`config.mk`:
```
export PLATFORM = sky130hd
export DESIGN_NAME = store_unit
export DESIGN_NICKNAME = d
export VERILOG_FILES = /design/src/rtl/store_pkg.sv /design/src/rtl/store_lane_align.sv /design/src/rtl/store_unit.sv
export SDC_FILE = /design/constraint.sdc
export NUM_CORES = 1
export LEC_CHECK = 0
export ABC_AREA = 1
export CAP_MARGIN = 40
export CORE_MARGIN = 2
export CORE_UTILIZATION = 45
export CTS_CLUSTER_DIAMETER = 30
export DETAILED_ROUTE_END_ITERATION = 10
export DONT_BUFFER_PORTS = 1
export PLACE_DENSITY_LB_ADDON = 0.12
export SETUP_SLACK_MARGIN = 0.05
export SKIP_CTS_REPAIR_TIMING = 1
export SLEW_MARGIN = 20
export SYNTH_ARGS = -nofsm -noshare
export SYNTH_HDL_FRONTEND = slang
export SYNTH_SLANG_ARGS = --single-unit
```
`constraint.sdc`:
```
create_clock -name clk -period 1.8 [get_ports clk]
set_input_delay 0.36 -clock clk [delete_from_list [all_inputs] [get_ports clk]]
set_output_delay 0.36 -clock clk [all_outputs]
set_load 0.05 [all_outputs]
```
`src/rtl/store_pkg.sv`:
```
// rtl/store_pkg.sv - shared encodings for the store path
package store_pkg;

  localparam logic [1:0] SZ_BYTE = 2'd0;
  localparam logic [1:0] SZ_HALF = 2'd1;
  localparam logic [1:0] SZ_WORD = 2'd2;
  localparam logic [1:0] SZ_RSVD = 2'd3;

  // Same encoding as the immediate extender so ext_op can be shared
  localparam logic EXT_ZERO = 1'b0;
  localparam logic EXT_SIGN = 1'b1;

  localparam logic [1:0] ERR_NONE    = 2'd0;
  localparam logic [1:0] ERR_ALIGN   = 2'd1;
  localparam logic [1:0] ERR_TIMEOUT = 2'd2;

  localparam logic S_IDLE = 1'b0;
  localparam logic S_REQ  = 1'b1;

endpackage

```
`src/rtl/store_lane_align.sv`:
```
// rtl/store_lane_align.sv - combinational lane placement, byte enables and truncation check
module store_lane_align
  import store_pkg::*;
(
  input  logic [1:0]  addr,
  input  logic [1:0]  size,
  input  logic [31:0] wdata,
  input  logic        ext_op,
  output logic [31:0] lane_data,
  output logic [3:0]  be,
  output logic        misalign,
  output logic        ovf
);

  logic byte_ovf;
  logic half_ovf;

  // Overflow means re-extending the truncated value would not give wdata back
  always_comb begin
    byte_ovf = 1'b0;
    half_ovf = 1'b0;
    if (ext_op == EXT_SIGN) begin
      byte_ovf = (wdata[31:8]  != {24{wdata[7]}});
      half_ovf = (wdata[31:16] != {16{wdata[15]}});
    end else begin
      byte_ovf = |wdata[31:8];
      half_ovf = |wdata[31:16];
    end
  end

  always_comb begin
    lane_data = wdata;
    be        = 4'b0000;
    misalign  = 1'b0;
    ovf       = 1'b0;
    case (size)
      SZ_BYTE: begin
        lane_data = {4{wdata[7:0]}};
        be        = 4'b0001 << addr;
        ovf       = byte_ovf;
      end
      SZ_HALF: begin
        lane_data = {2{wdata[15:0]}};
        be        = addr[1] ? 4'b1100 : 4'b0011;
        misalign  = addr[0];
        ovf       = half_ovf;
      end
      SZ_WORD: begin
        lane_data = wdata;
        be        = 4'b1111;
        misalign  = |addr;
      end
      default: begin
        misalign  = 1'b1;
      end
    endcase
  end

endmodule

```
`src/rtl/store_unit.sv`:
```
// rtl/store_unit.sv - MEM-stage store FSM with ready handshake and timeout
module store_unit
  import store_pkg::*;
#(
  parameter int TIMEOUT = 16
) (
  input  logic        clk,
  input  logic        rst_n,
  input  logic        start,
  input  logic [31:0] addr,
  input  logic [31:0] wdata,
  input  logic [1:0]  size,
  input  logic        ext_op,
  input  logic        mem_ready,
  output logic        mem_we,
  output logic [31:0] mem_addr,
  output logic [31:0] mem_wdata,
  output logic [3:0]  mem_be,
  output logic        busy,
  output logic        done,
  output logic [1:0]  err,
  output logic        ovf
);

  localparam int CW = (TIMEOUT < 2) ? 1 : $clog2(TIMEOUT);
  localparam logic [CW-1:0] CNT_LAST = CW'(TIMEOUT - 1);

  logic          state;
  logic [CW-1:0] cnt;
  logic          ovf_q;

  logic [31:0] la_data;
  logic [3:0]  la_be;
  logic        la_misalign;
  logic        la_ovf;

  store_lane_align u_align (
    .addr      (addr[1:0]),
    .size      (size),
    .wdata     (wdata),
    .ext_op    (ext_op),
    .lane_data (la_data),
    .be        (la_be),
    .misalign  (la_misalign),
    .ovf       (la_ovf)
  );

  assign mem_we = (state == S_REQ);
  assign busy   = (state == S_REQ);

  // done/err/ovf default low every cycle so they only ever pulse
  always_ff @(posedge clk or negedge rst_n) begin
    if (!rst_n) begin
      state     <= S_IDLE;
      cnt       <= '0;
      ovf_q     <= 1'b0;
      mem_addr  <= 32'd0;
      mem_wdata <= 32'd0;
      mem_be    <= 4'd0;
      done      <= 1'b0;
      err       <= ERR_NONE;
      ovf       <= 1'b0;
    end else begin
      done <= 1'b0;
      err  <= ERR_NONE;
      ovf  <= 1'b0;
      if (state == S_REQ) begin
        if (mem_ready) begin
          state <= S_IDLE;
          done  <= 1'b1;
          ovf   <= ovf_q;
        end else if (cnt == CNT_LAST) begin
          state <= S_IDLE;
          done  <= 1'b1;
          err   <= ERR_TIMEOUT;
          ovf   <= ovf_q;
        end else begin
          cnt <= cnt + 1'b1;
        end
      end else if (start) begin
        mem_addr  <= {addr[31:2], 2'b00};
        mem_wdata <= la_data;
        mem_be    <= la_be;
        ovf_q     <= la_ovf;
        cnt       <= '0;
        if (la_misalign) begin
          done <= 1'b1;
          err  <= ERR_ALIGN;
          ovf  <= la_ovf;
        end else begin
          state <= S_REQ;
        end
      end
    end
  end

endmodule

```
## Yosys cells after proc, flatten, opt, wreduce, memory -nomap -nowiden

Index checks and enable logic that the tools add are counted.

- Input port bits: 71
- Register bits: 76
- Output and inout bits: 74
- Word-level logic and storage cells: 57

- Shifts and indexed selects: 1
- $add $sub $neg: 1
- Bitwise gates (word level): 1
- Reduce and logical (&&, ||, !) cells: 7
- Equality and inequality tests: 7
- Multiplexer cells: 31

Operators with widths:

| operator | count |
|---|---|
| case mux 32 bit (2 select lines) | 1 |
| != test 24 bit | 1 |
| OR reduction 24 bit | 1 |
| 2-to-1 mux 4 bit | 5 |
| 2-to-1 mux 1 bit | 19 |
| != test 16 bit | 1 |
| OR reduction 16 bit | 1 |
| case mux 4 bit (3 select lines) | 1 |
| 2-to-1 mux 2 bit | 3 |
| adder 4 x 1 -> 4 bit (second input constant) | 1 |
| == test 4 bit (second input constant) | 1 |
| != test 2 bit (second input constant) | 2 |
| left shift 1 x 2 -> 4 bit (first input constant) | 1 |
| case mux 1 bit (3 select lines) | 1 |
| AND reduction 3 bit | 1 |
| == test 2 x 1 -> 1 bit (second input constant) | 1 |
| == test 2 bit (second input constant) | 1 |
| zero test 2 bit | 1 |
| case mux 1 bit (2 select lines) | 1 |
| AND reduction 2 bit | 1 |
| nonzero test 2 bit | 1 |
| OR reduction 2 bit | 1 |
| NOT 1 bit | 1 |

## Logic depth before layout (Yosys ltp)

- Word-level depth: 6
- Mapped depth: 9
- Mapped depth without buffers: 9

## Modules after synthesis

A second synthesis with hierarchy kept.

- Cells, all modules: 479
- Area, all modules: 3,672.3 um2

Modules (own cells, without submodules):

| module | cells each | times used | area an instance (um2) | seq. area each (um2) |
|---|---|---|---|---|
| store_unit | 331 | 1 | 2,950.3 | 1,901.8 |
| store_lane_align | 148 | 1 | 721.9 | 0.0 |

## Worst setup path before layout

Ideal clock, no wire load.

- Path kind: flip-flop to flip-flop
- From: register state (netlist: busy)
- To: register mem_wdata[24]
- Setup time: 128 ps
- Setup slack: 282 ps
- Path buffers: 2
- Arrival: 1,390 ps
- Required time: 1,672 ps
- Stages on the path, launching flop included: 6
- Period minus slack after synthesis: 1,518 ps
- Cells stage by stage: dfrtp_1 inv_1 nand2_2 buf_2 buf_2 o21ai_0

- Word-level cells in the longest chain between the ends: 2

Ends and longest elaborated chain:

| what | line | text |
|---|---|---|
| start, declared | store_unit.sv:28 | `logic state;` |
| start signal, assigned | store_unit.sv:54 | `state <= S_IDLE;` |
| start signal, assigned | store_unit.sv:69 | `state <= S_IDLE;` |
| start signal, assigned | store_unit.sv:73 | `state <= S_IDLE;` |
| NOT 1 bit (no source line) | - |  |
| AND reduction 2 bit (no source line) | - |  |
| end signal, assigned | store_unit.sv:82 | `mem_wdata <= la_data;` |
| end, declared | store_unit.sv:17 | `output logic [31:0] mem_wdata,` |

Every way passes these cells.
A chain may end at the register's enable or synchronous reset.

## Worst setup path in the final report

- From: register cnt[0]
- To: register cnt[3]

- Word-level cells in the longest chain between the ends: 4
- Elaborated cells on any way between the ends: 7
- Classes of those cells: add/sub: 1; eq/ne: 2; mux: 3; reduce/logical: 1

Ends and longest elaborated chain:

| what | line | text |
|---|---|---|
| start, declared | store_unit.sv:29 | `logic [CW-1:0] cnt;` |
| start signal, assigned | store_unit.sv:78 | `cnt <= cnt + 1'b1;` |
| adder 4 x 1 -> 4 bit | store_unit.sv:78 |  |
| 2-to-1 mux 4 bit | store_unit.sv:72 | `end else if (cnt == CNT_LAST) begin` |
| 2-to-1 mux 4 bit | store_unit.sv:68 | `if (mem_ready) begin` |
| 2-to-1 mux 4 bit | store_unit.sv:67 | `if (state == S_REQ) begin` |

Several ways; a longest one is shown, not always the timed one. The select of a mux whose other input is x is not followed.

==> out/results.md <==
| Group | Result | Reported |
|:---|:---|:---|
| pwr | VDD IR-drop max | 0.6385 mV |
| grt | GRT Resource Usage Total | 21.30% |
| place | Number of I/O port buffers | 0 |
| route | Wl on met1 | 3393 um |
| yosys | Distinct cell type count after synthesis | 24 |
| cts | Root buffer cell | sky130_fd_sc_hd__clkbuf_8 |
| pwr | Ratio of total power to cell area | 1389 nW/um^2 |
| timing | Post-route minimum period | 1.505 ns |
| route | Detail Route met2 WL | 4037 um |
| timing | Unrepaired setup endpoints after global routing | false |
| floorplan | Starting density of the core | 46.71% |
| grt | Overflow after GRT | 0 |
| final layout | Leading cell type in the layout, fill and taps excluded | sky130_fd_sc_hd__nand2_1 |
| yosys | Proportion of synthesized chip area in sequential cells | 56.13% |
| yosys | Post-Syn Area | 3388 sq um |
| route | Routed length on met3 | 943 um |
| yosys | Instance count of the mapped netlist | 426 |
| route | DR iter-0 viols | 144 |
| timing | Worst slew margin | 65.16% |
| worst setup path | Type of the worst setup path | reg -> reg |
| grt | Vias in the first global route | 2724 |
| cts | Number of H-tree branching levels | 3 |
| worst setup path | Reg2reg end | cnt[3] |
| worst setup path | Startpoint of the worst register-to-register path | cnt[0] |
| cts | Clock latency of the later-clocked register in the worst-skew pair | 0.35 ns |
| route | DRC violations left | 0 |
| route | DR vias/cell | 5.150 |
| final layout | Area overhead of the layout relative to synthesis | 8.493% |
| worst setup path | Signal arrival time at the worst endpoint | 1.77 ns |
| timing | Worst Max-Slew Pin Slew | 0.5226 ns |
| job | Max Cap Viol | 0 |
| final layout | # nets final | 495 |
| timing | Hold WS | -0.3001 ns |
| timing | Number of pins exceeding their max-slew limit in the final report | 0 |
| timing | Number of hold violations in the final report | 76 |
| worst setup path | Crit path required time | 2.07 ns |
| final layout | Commonest cells after routing, fill and taps aside | 193 x sky130_fd_sc_hd__nand2_1, 76 x sky130_fd_sc_hd__dfrtp_1, 37 x sky130_fd_sc_hd__nor2_1, 35 x sky130_fd_sc_hd__a21oi_1, 12 x sky130_fd_sc_hd__o21ai_0 |
| timing | Final setup violation count | 0 |
| timing | Maximum achievable frequency | 664.4 MHz |
| timing | Part of the cycle the worst path needs | 83.62% |
| final layout | Share of cells above drive strength 1 | 7.009% |
| worst setup path | Category of the worst setup path capture point | flop |
| worst setup path | FF-to-FF path depth | 8 |
| route | Detailed-routing iteration count for the pre-antenna-repair pass | 5 |
| place | Dpl ws | 0.2439 ns |
| place | Post-detail-place hpwl | 5962 um |
| grt | Largest net degree at the start of global routing | 77 |
| cts | Sinks on the clock net | 76 |
| worst setup path | Largest driver fanout on the critical path | 6 |
| yosys | Largest area contributor in the netlist | sky130_fd_sc_hd__dfrtp_1 |
| cts | TritonCTS clock tree | yes |
| route | Wire length after detailed routing | 8505 um |
| cts | Clock slew at the register clock pins of the worst setup and hold paths | 0.09 ns |
| timing | Worst clock skew | 0.008279 ns |
| pwr | Leakage power total | 1.832 nW |
| final layout | Final core utilization | 50.68% |
| place | Final estimated routing congestion in global placement | 0.8130 |
| pwr | Overall power | 5.105 mW |
| place | Number of cells after detailed placement | 511 |
| floorplan | DIE HEIGHT | 90.77 um |
| worst setup path | R2R Setup Slk | 0.29 ns |
| status | Result of the run | finished with violations |
| final layout | Number of antenna cells inserted | 0 |
| route | Antenna violation net count after detailed routing | 0 |
| status | Violations in the final reports | hold timing |
| worst setup path | Startpoint type of the worst setup path | flop |
| floorplan | Top-Level Pins | 145 |
| timing | Minimum setup slack in the final design | 0.2949 ns |
| floorplan | Area of the placeable core | 7253 sq um |
| cts | Clock buffer depth | 2 |
| floorplan | Die X | 90.77 um |
| timing | Sum of negative setup slack | 0 ns |
| worst hold path | Worst hold path class | in -> async |
| floorplan | Standard-cell rows | 31 |
| route | Detailed-route wire length per cell | 16.14 um |
| grt | First-pass GRT wire length | 13890 um |
| floorplan | Area of the die | 8239 sq um |
| grt | Antenna violations before repair | 0 |
| yosys | Post-synth top area share | 56.13% |
| final layout | Layout Cells excl Fill | 527 |
| yosys | Number of storage elements in the synthesis netlist | 76 |
| route | Vias post-DR | 2714 |
| yosys | Top post-synthesis cells by area | sky130_fd_sc_hd__dfrtp_1 56%, sky130_fd_sc_hd__nand2_1 21%, sky130_fd_sc_hd__a21oi_1 5.2% |
| cts | Clock buffers created by TritonCTS | 9 |
| yosys | Post-synthesis average cell area | 7.954 sq um |
| yosys | Number of warning messages in the yosys log | 0 |
| route | Highest routing layer actually used | met4 |
-- Yosys cell counts (all sizes together) --
| library cell | instances |
|---|---|
| a21oi | 36 |
| a31oi | 5 |
| buf | 15 |
| clkbuf | 6 |
| conb | 1 |
| dfrtp | 76 |
| ha | 1 |
| inv | 14 |
| mux2i | 1 |
| nand2 | 194 |
| nand3 | 10 |
| nand4 | 2 |
| nor2 | 40 |
| nor3 | 1 |
| o21ai | 22 |
| or2 | 2 |
-- worst max-delay path: stages (launching register included) --
cell and delay (ns):
sky130_fd_sc_hd__dfrtp_1 0.41, sky130_fd_sc_hd__ha_1 0.23, sky130_fd_sc_hd__nand3_1 0.11, sky130_fd_sc_hd__nand3_1 0.18, sky130_fd_sc_hd__nand2_1 0.16, sky130_fd_sc_hd__nand4_1 0.12, sky130_fd_sc_hd__nand2_1 0.08, sky130_fd_sc_hd__nand2_1 0.04
sky130_fd_sc_hd__nor2_1 0.09
-- final cells by class --
type | instances | area [sq um]
fill | 716 | 3577
sequential | 76 | 1902
multi-input combinational | 316 | 1324
clock buffer | 10 | 137.6
tap | 99 | 123.9
clock inverter | 6 | 87.58
inverter | 14 | 52.55
timing repair buffer | 6 | 48.80
-- how the worst max path moves through the flow --
| stage | start | slack [ns] | to | cells past startpoint |
|---|---|---|---|---|
| 5_1_grt | cnt[0] | 0.05 | cnt[3] | 8 |
| 3_3_place_gp | busy | 0.30 | cnt[3] | 8 |
| 2_1_floorplan | busy | 0.28 | mem_wdata[24] | 5 |
| 3_5_place_dp | busy | 0.24 | cnt[3] | 8 |
| 4_1_cts | busy | 0.22 | cnt[3] | 8 |
| 6_report | cnt[0] | 0.29 | cnt[3] | 8 |
-- cell families after synthesis --
logic type,count (synthesis),share of synthesized area (%)
AOI/OAI and AO/OA,63,9.601
adders and majority gates,1,0.3692
other,1,0.1107
buffers and inverters,35,4.911
muxes,1,0.2954
and+or+nand+nor,249,28.58
DFF,76,56.13
-- registers in the layout (all words and copies together) (netlist names) --
signal / cells
busy: 1
mem_be: 4
ovf_q: 1
mem_addr: 30
ovf: 1
cnt: 4
err: 2
done: 1
mem_wdata: 32
-- through the flow --
stage / hold WS [ns] / instance area (sq um)
after detailed placement: 0.06707 / 3447
after floorplan: 0.06441 / 3392
after global routing: -0.3165 / 3676
final: -0.3001 / 3676
after global placement: 0.06654 / 3447
after CTS: -0.3177 / 3672
-- where the power goes --
group	leakage, nW	internal [mW]	total, mW	switching [mW]
Combinational	0.794	0.185	0.507	0.322
Clock	0.105	0.816	1.47	0.659
Sequential	0.934	1.96	3.12	1.16
Total	1.83	2.97	5.10	2.14
-- layer usage --
layer	track usage (%)	up-vias
met2	33.89	123
met4	8.460	0
li1	-	1331
met5	0	-
met1	26.88	1248
met3	7.095	12
Power figures use the tool's default switching activity.
